### src/rtl/mmc1_mapper.sv
// mmc1_mapper: MMC1-style bank mapper for a cartridge bus.
//
// Serial register interface: the CPU writes one bit at a time (data[0]) into
// a 5-bit shift register through $8000-$FFFF. On the fifth accepted write,
// the assembled value lands in the register picked by cpu_addr[14:13].
// Writing with data[7] set aborts the sequence and forces 16 KB PRG mode
// with the last bank fixed at $C000.
//
// Ports:
//   clk, rst_n         CPU bus clock, async active-low reset
//   m2                 CPU phase-2 qualifier (gates PRG RAM select)
//   cpu_addr[14:0]     CPU address; romsel marks $8000-$FFFF
//   cpu_data_i[7:0]    CPU write data; cpu_rw 1 = read, 0 = write
//   ppu_addr[13:0]     PPU address; ppu_wr PPU write strobe
//   prg_addr           PRG ROM byte address
//   prg_ram_ce/_we     PRG RAM ($6000-$7FFF) select / write enable
//   chr_addr, chr_we   CHR byte address / CHR RAM write enable
//   ciram_ce, ciram_a10  nametable VRAM select and A10
module mmc1_mapper #(
    parameter int PRG_ADDR_W = 18,
    parameter int CHR_ADDR_W = 17,
    parameter int CHR_RAM    = 0
) (
    input  logic                  clk,
    input  logic                  rst_n,
    input  logic                  m2,
    input  logic [14:0]           cpu_addr,
    input  logic [7:0]            cpu_data_i,
    input  logic                  cpu_rw,
    input  logic                  romsel,
    input  logic [13:0]           ppu_addr,
    input  logic                  ppu_wr,
    output logic [PRG_ADDR_W-1:0] prg_addr,
    output logic                  prg_ram_ce,
    output logic                  prg_ram_we,
    output logic [CHR_ADDR_W-1:0] chr_addr,
    output logic                  chr_we,
    output logic                  ciram_ce,
    output logic                  ciram_a10
);

    logic [4:0]  shift;
    logic [4:0]  control;
    logic [4:0]  chr0;
    logic [4:0]  chr1;
    logic [4:0]  prg;
    logic        wr_q;
    logic        wr;
    logic        wr_accept;
    logic [4:0]  shift_next;
    logic [3:0]  prg_bank;
    logic [17:0] prg_full;
    logic [16:0] chr_full;
    logic        unused_data;

    assign unused_data = ^cpu_data_i[6:1];

    assign wr         = romsel & ~cpu_rw;
    // A write on the cycle right after another write (RMW dummy write) is dropped.
    assign wr_accept  = wr & ~wr_q;
    assign shift_next = {cpu_data_i[0], shift[4:1]};

    always_ff @(posedge clk or negedge rst_n) begin
        if (!rst_n) begin
            shift   <= 5'b10000;
            control <= 5'b01100;
            chr0    <= '0;
            chr1    <= '0;
            prg     <= '0;
            wr_q    <= 1'b0;
        end else begin
            wr_q <= wr;
            if (wr_accept) begin
                if (cpu_data_i[7]) begin
                    shift   <= 5'b10000;
                    control <= control | 5'b01100;
                end else if (!shift[0]) begin
                    shift <= shift_next;
                end else begin
                    // Marker bit reached shift[0]: this is the fifth write.
                    case (cpu_addr[14:13])
                        2'b00:   control <= shift_next;
                        2'b01:   chr0    <= shift_next;
                        2'b10:   chr1    <= shift_next;
                        default: prg     <= shift_next;
                    endcase
                    shift <= 5'b10000;
                end
            end
        end
    end

    always_comb begin
        prg_bank = '0;
        prg_full = '0;
        if (!control[3]) begin
            prg_full = {prg[3:1], cpu_addr};
        end else begin
            if (control[2]) begin
                prg_bank = cpu_addr[14] ? 4'hF : prg[3:0];
            end else begin
                prg_bank = cpu_addr[14] ? prg[3:0] : 4'h0;
            end
            prg_full = {prg_bank, cpu_addr[13:0]};
        end
    end

    always_comb begin
        chr_full = '0;
        if (control[4]) begin
            chr_full = {(ppu_addr[12] ? chr1 : chr0), ppu_addr[11:0]};
        end else begin
            chr_full = {chr0[4:1], ppu_addr[12:0]};
        end
    end

    always_comb begin
        ciram_a10 = 1'b0;
        case (control[1:0])
            2'd0:    ciram_a10 = 1'b0;
            2'd1:    ciram_a10 = 1'b1;
            2'd2:    ciram_a10 = ppu_addr[10];
            default: ciram_a10 = ppu_addr[11];
        endcase
    end

    // Bank bits beyond the physical address width are dropped from the top.
    if (PRG_ADDR_W <= 18) begin : g_prg_trunc
        assign prg_addr = prg_full[PRG_ADDR_W-1:0];
    end else begin : g_prg_ext
        assign prg_addr = {{(PRG_ADDR_W-18){1'b0}}, prg_full};
    end

    if (CHR_ADDR_W <= 17) begin : g_chr_trunc
        assign chr_addr = chr_full[CHR_ADDR_W-1:0];
    end else begin : g_chr_ext
        assign chr_addr = {{(CHR_ADDR_W-17){1'b0}}, chr_full};
    end

    assign ciram_ce   = ppu_addr[13];
    assign prg_ram_ce = m2 & ~romsel & (cpu_addr[14:13] == 2'b11) & ~prg[4];
    assign prg_ram_we = prg_ram_ce & ~cpu_rw;
    assign chr_we     = (CHR_RAM != 0) & ppu_wr & ~ppu_addr[13];

endmodule

### config.mk
export PLATFORM = sky130hd
export DESIGN_NAME = mmc1_mapper
export DESIGN_NICKNAME = d
export VERILOG_FILES = /design/src/rtl/mmc1_mapper.sv
export SDC_FILE = /design/constraint.sdc
export NUM_CORES = 1
export LEC_CHECK = 0
export ABC_AREA = 1
export CAP_MARGIN = 20
export CORE_MARGIN = 4
export CORE_UTILIZATION = 38
export DETAILED_ROUTE_END_ITERATION = 12
export HOLD_SLACK_MARGIN = 0.1
export PLACE_DENSITY = 0.76
export RECOVER_POWER = 25
export SYNTH_ARGS = -nofsm -noshare
export SYNTH_HDL_FRONTEND = slang
export SYNTH_SLANG_ARGS = --single-unit
### constraint.sdc
create_clock -name clk -period 1.7 [get_ports clk]
set_clock_uncertainty 0.15 [all_clocks]
set_input_delay 0.51 -clock clk [delete_from_list [all_inputs] [get_ports clk]]
set_output_delay 0.51 -clock clk [all_outputs]
set_load 0.05 [all_outputs]
**Word-level counts from Yosys, hierarchy flattened**

Index checks and enable logic that the tools add are counted.

- Register bits: 26
- Input port bits: 43
- Word-level logic and storage cells: 46
- Output and inout bits: 40

- Muxes and demuxes: 12
- Equality and inequality tests: 5
- Bitwise operators: 12
- Reduce and logical (&&, ||, !) cells: 10

Operator list:

| kind | number |
|---|---|
| $mux W4 | 6 |
| $mux W18 | 1 |
| $mux W17 | 1 |
| $reduce_and A4 Y1 | 4 |
| $mux W5 | 3 |
| $and A1 B1 Y1 | 6 |
| $eq A2 B2 Y1 const B | 3 |
| $not A1 Y1 | 6 |
| $eq A2 B1 Y1 const B | 2 |
| $logic_not A2 Y1 | 2 |
| $reduce_bool A2 Y1 | 2 |
| $pmux W1 S3 | 1 |
| $reduce_and A3 Y1 | 1 |
| $reduce_or A3 Y1 | 1 |

**Longest topological paths before layout**

- Depth in word-level cells: 5
- Mapped depth: 6
- Mapped depth without buffers: 6

**Worst setup path after synthesis**

OpenSTA, ideal clock, no wires.

- Path kind: in2out
- From: in cpu_addr[13]
- To: out prg_ram_we
- Slack: -1.039 ns
- Cell stages on the path: 2
- Required time: 1.040 ns
- Arrival: 2.079 ns
- Path buffers: 0
- Cells stage by stage: nand2_1 nor4_1

- Longest elaborated chain between the ends: 4

RTL lines:

| what | RTL line | RTL |
|---|---|---|
| start: declaration | 27 | `input logic [14:0] cpu_addr,` |
| $eq A2 B2 Y1 | 141 | `assign prg_ram_ce = m2 & ~romsel & (cpu_addr[14:13] == 2'b11) & ~prg[4];` |
| $and A1 B1 Y1 (2 in a row) | 141 |  |
| $and A1 B1 Y1 | 142 | `assign prg_ram_we = prg_ram_ce & ~cpu_rw;` |
| end: declaration | 35 | `output logic prg_ram_we,` |

No other way between the ends.

**Final worst setup path**

- From: reg control[3]
- To: out prg_addr[14]

- Longest elaborated chain between the ends: 1

RTL lines:

| what | RTL line | RTL |
|---|---|---|
| start: declaration | 43 | `logic [4:0] control;` |
| start signal: assignment | 76 | `control <= control \| 5'b01100;` |
| start signal: assignment | 82 | `2'b00: control <= shift_next;` |
| $mux W18 | 96 | `if (!control[3]) begin` |
| end: declaration | 33 | `output logic [PRG_ADDR_W-1:0] prg_addr,` |

No other way between the ends.

==> results_dict.tcl <==
set metrics [dict create \
    synth_seq_cells 26 \
    drc 0 \
    syn_inst 186 \
    failed_checks "setup timing" \
    cts-hold-fix-buffers 0 \
    grt_max_degree 27 \
    finalSetupViolations 12 \
    rsz0062_at_grt "true" \
    vias 1188 \
    critPathRequiredTime_ps 1040 \
    syn2layout_area_growth_pct 40.72 \
    syn_area_per_cell_um2 8.012 \
    cts_buffers 3 \
    final_common_cell "nand2_1" \
    crit_type "register to primary output" \
    path_max_fanout 3 \
    cts-htree-levels 1 \
    layout_common_cells "45 x nand2_1, 20 x inv_1, 20 x dfrtp_1" \
    die_area_mm2 0.004987 \
    gr-total-overflow 0 \
    ys_seq_area_share_pct 43.91 \
    relSlewSlack_pct 58.01 \
    timing.final.crit_period_ps 2019 \
    drtPass1Iterations 4 \
    postLayoutCellArea_mm2 0.002097 \
    die_w_um 70.62 \
    netlist_area_mm2 0.001490 \
    cts_tree "built" \
    synthesis.nets 229 \
    place_congestion 0.7488 \
    grt_pass1_wl_um 5499 \
    detail_route.vias_per_cell 4.623 \
    power_mw 1.831 \
    hold_path_class "register to register" \
    tightest_slew_ps 629.8 \
    antenna_found_initial 0 \
    routedWlPerCell_um 12.28 \
    timing.fmax_mhz 495.4 \
    powerDensity_mw_per_mm2 873.3 \
    grt_pass1_vias 1221 \
    clock_sinks 26 \
    synth_xor_area_share_pct 0 \
    gr-usage-all-layers_pct 13.60 \
    setup_ws_ps -318.5 \
    rows 22 \
    cts_buffer_depth 2 \
    synth_top_family_by_area "simple AND/OR/NAND/NOR gates" \
    dpl.cell_count 250 \
    synth_cell_type_count 22 \
    io_buffers 26 \
    nets 253 \
    worstSetupEndpointType "primary output" \
    antennaDiodeCount 0 \
    die_y_um 70.62 \
    p_leak_nw 1.038 \
    drive_gt1_share_pct 38.28 \
    first_iter_violations 60 \
    synthMuxAreaShare_pct 3.023 \
    synthAdderAreaFrac_pct 0 \
    ir_drop_v 0.0004422 \
    io_pins 83 \
    synth_compound_area_share_pct 7.893 \
    dpl_worst_slack_ps -776.6 \
    maxCapViolations 0 \
    start_kind "register" \
    maxSlewViolCount 0 \
    dpl_cell_area_mm2 0.001978 \
    yosys.area_share.simple_pct 24.01 \
    wl_um 3157 \
    place_hpwl_um 2470 \
    fin_tns_setup_ps -2802 \
    status "complete, but fails checks" \
    core_mm2 0.003716 \
    hold_viol 0 \
    period_share_pct 118.7 \
    yosys_warnings 0 \
    final_antenna_net_count 0 \
    path_clk_slew_ps 90 \
    worstPathArrival_ps 1360 \
    clk_latency_ps 270 \
    cts_root_buf "clkbuf_8" \
    fin_cells 257 \
    initial_core_util_pct 40.10 \
]
[layer usage]
| layer | GRT usage [%] | part of all wire [%] |
|---|---|---|
| met1 | 16.38 | 41 |
| met3 | 2.557 | 5.4 |
| met4 | 3.967 | 1.1 |
| met5 | 0 | 0 |
| met2 | 24.64 | 53 |
[path summary, 6_finish.rpt]
kind | from | cells after the start | slack (ps) | endpoint
worst min-delay path | prg[2] | 2 | 330 | prg[2]
max in group asynchronous | rst_n | 2 | 320 | prg[4]
worst min register to register | prg[2] | 2 | 330 | prg[2]
min in group asynchronous | rst_n | 2 | 630 | chr1[1]
worst max register to register | wr_q | 4 | 450 | chr1[3]
worst max-delay path | control[3] | 5 | -320 | prg_addr[14]
[area by class of cell]
class,instances,area (µm²)
Clock inverter,1,30.03
Tap cell,48,60.06
Inverter,24,106.4
Sequential cell,26,658.1
Fill cell,319,1619
Clock buffer,3,41.29
Multi-Input combinational cell,107,661.9
Timing Repair Buffer,48,539.3
[power by group]
part           leakage [nW]  internal, mW  total (mW)  switching, mW
Clock                0.0357         0.315       0.506          0.191
Sequential            0.342         0.694       0.754         0.0605
Combinational         0.660         0.262       0.572          0.310
[cells in the mapped netlist]
master	instances	area [µm²]
a21oi_1	2	10.01
a31oi_1	1	6.260
buf_4	28	210.2
buf_6	1	11.26
conb_1	1	3.750
dfrtp_1	23	575.6
dfstp_2	3	78.83
inv_1	24	90.09
mux2_2	4	45.04
nand2_1	49	183.9
nand2_2	3	18.77
nand3_1	16	80.08
nand3_2	1	10.01
nand4_1	2	12.51
nor2_1	5	18.77
nor2_4	2	22.52
nor3_1	1	5.000
nor4_1	1	6.260
o21ai_0	8	40.04
o21ai_1	9	45.04
o21ai_2	1	8.760
o21bai_1	1	7.510
[stage by stage]
stage,util (%),hold WS [ps]
6_report,56.43,331.4
5_1_grt,56.43,345.8
4_1_cts,56.87,334.7
3_5_place_dp,53.23,312.1
3_3_place_gp,53.23,304.1
2_1_floorplan,-,64.41
[logic make-up after synthesis]
| logic type | count (synthesis) |
|---|---|
| compound gates | 22 |
| mux | 4 |
| other cells | 1 |
| buf+inv | 53 |
| simple gates | 80 |
| flops | 26 |
[critical path, stage by stage (launching register included)]
cell,delay (ps)
dfstp_2,560
buf_4,110
buf_4,100
nand3_2,90
o21ai_4,80
buf_12,150
[flip-flops by register name (all words and copies together), names as in the netlist]
register	count
prg	5
chr1	5
shift	5
control	5
chr0	5
wr_q	1
[what timing repair did]
item / in CTS / in global routing
buffers inserted: 4 / 0
setup endpoints to repair: 39 / 13
pin swaps: 7 / 5
gates resized for setup: 41 / 10
endpoints found under the hold margin: 0 / 0
Note: power is estimated with default switching activity, not from simulation.
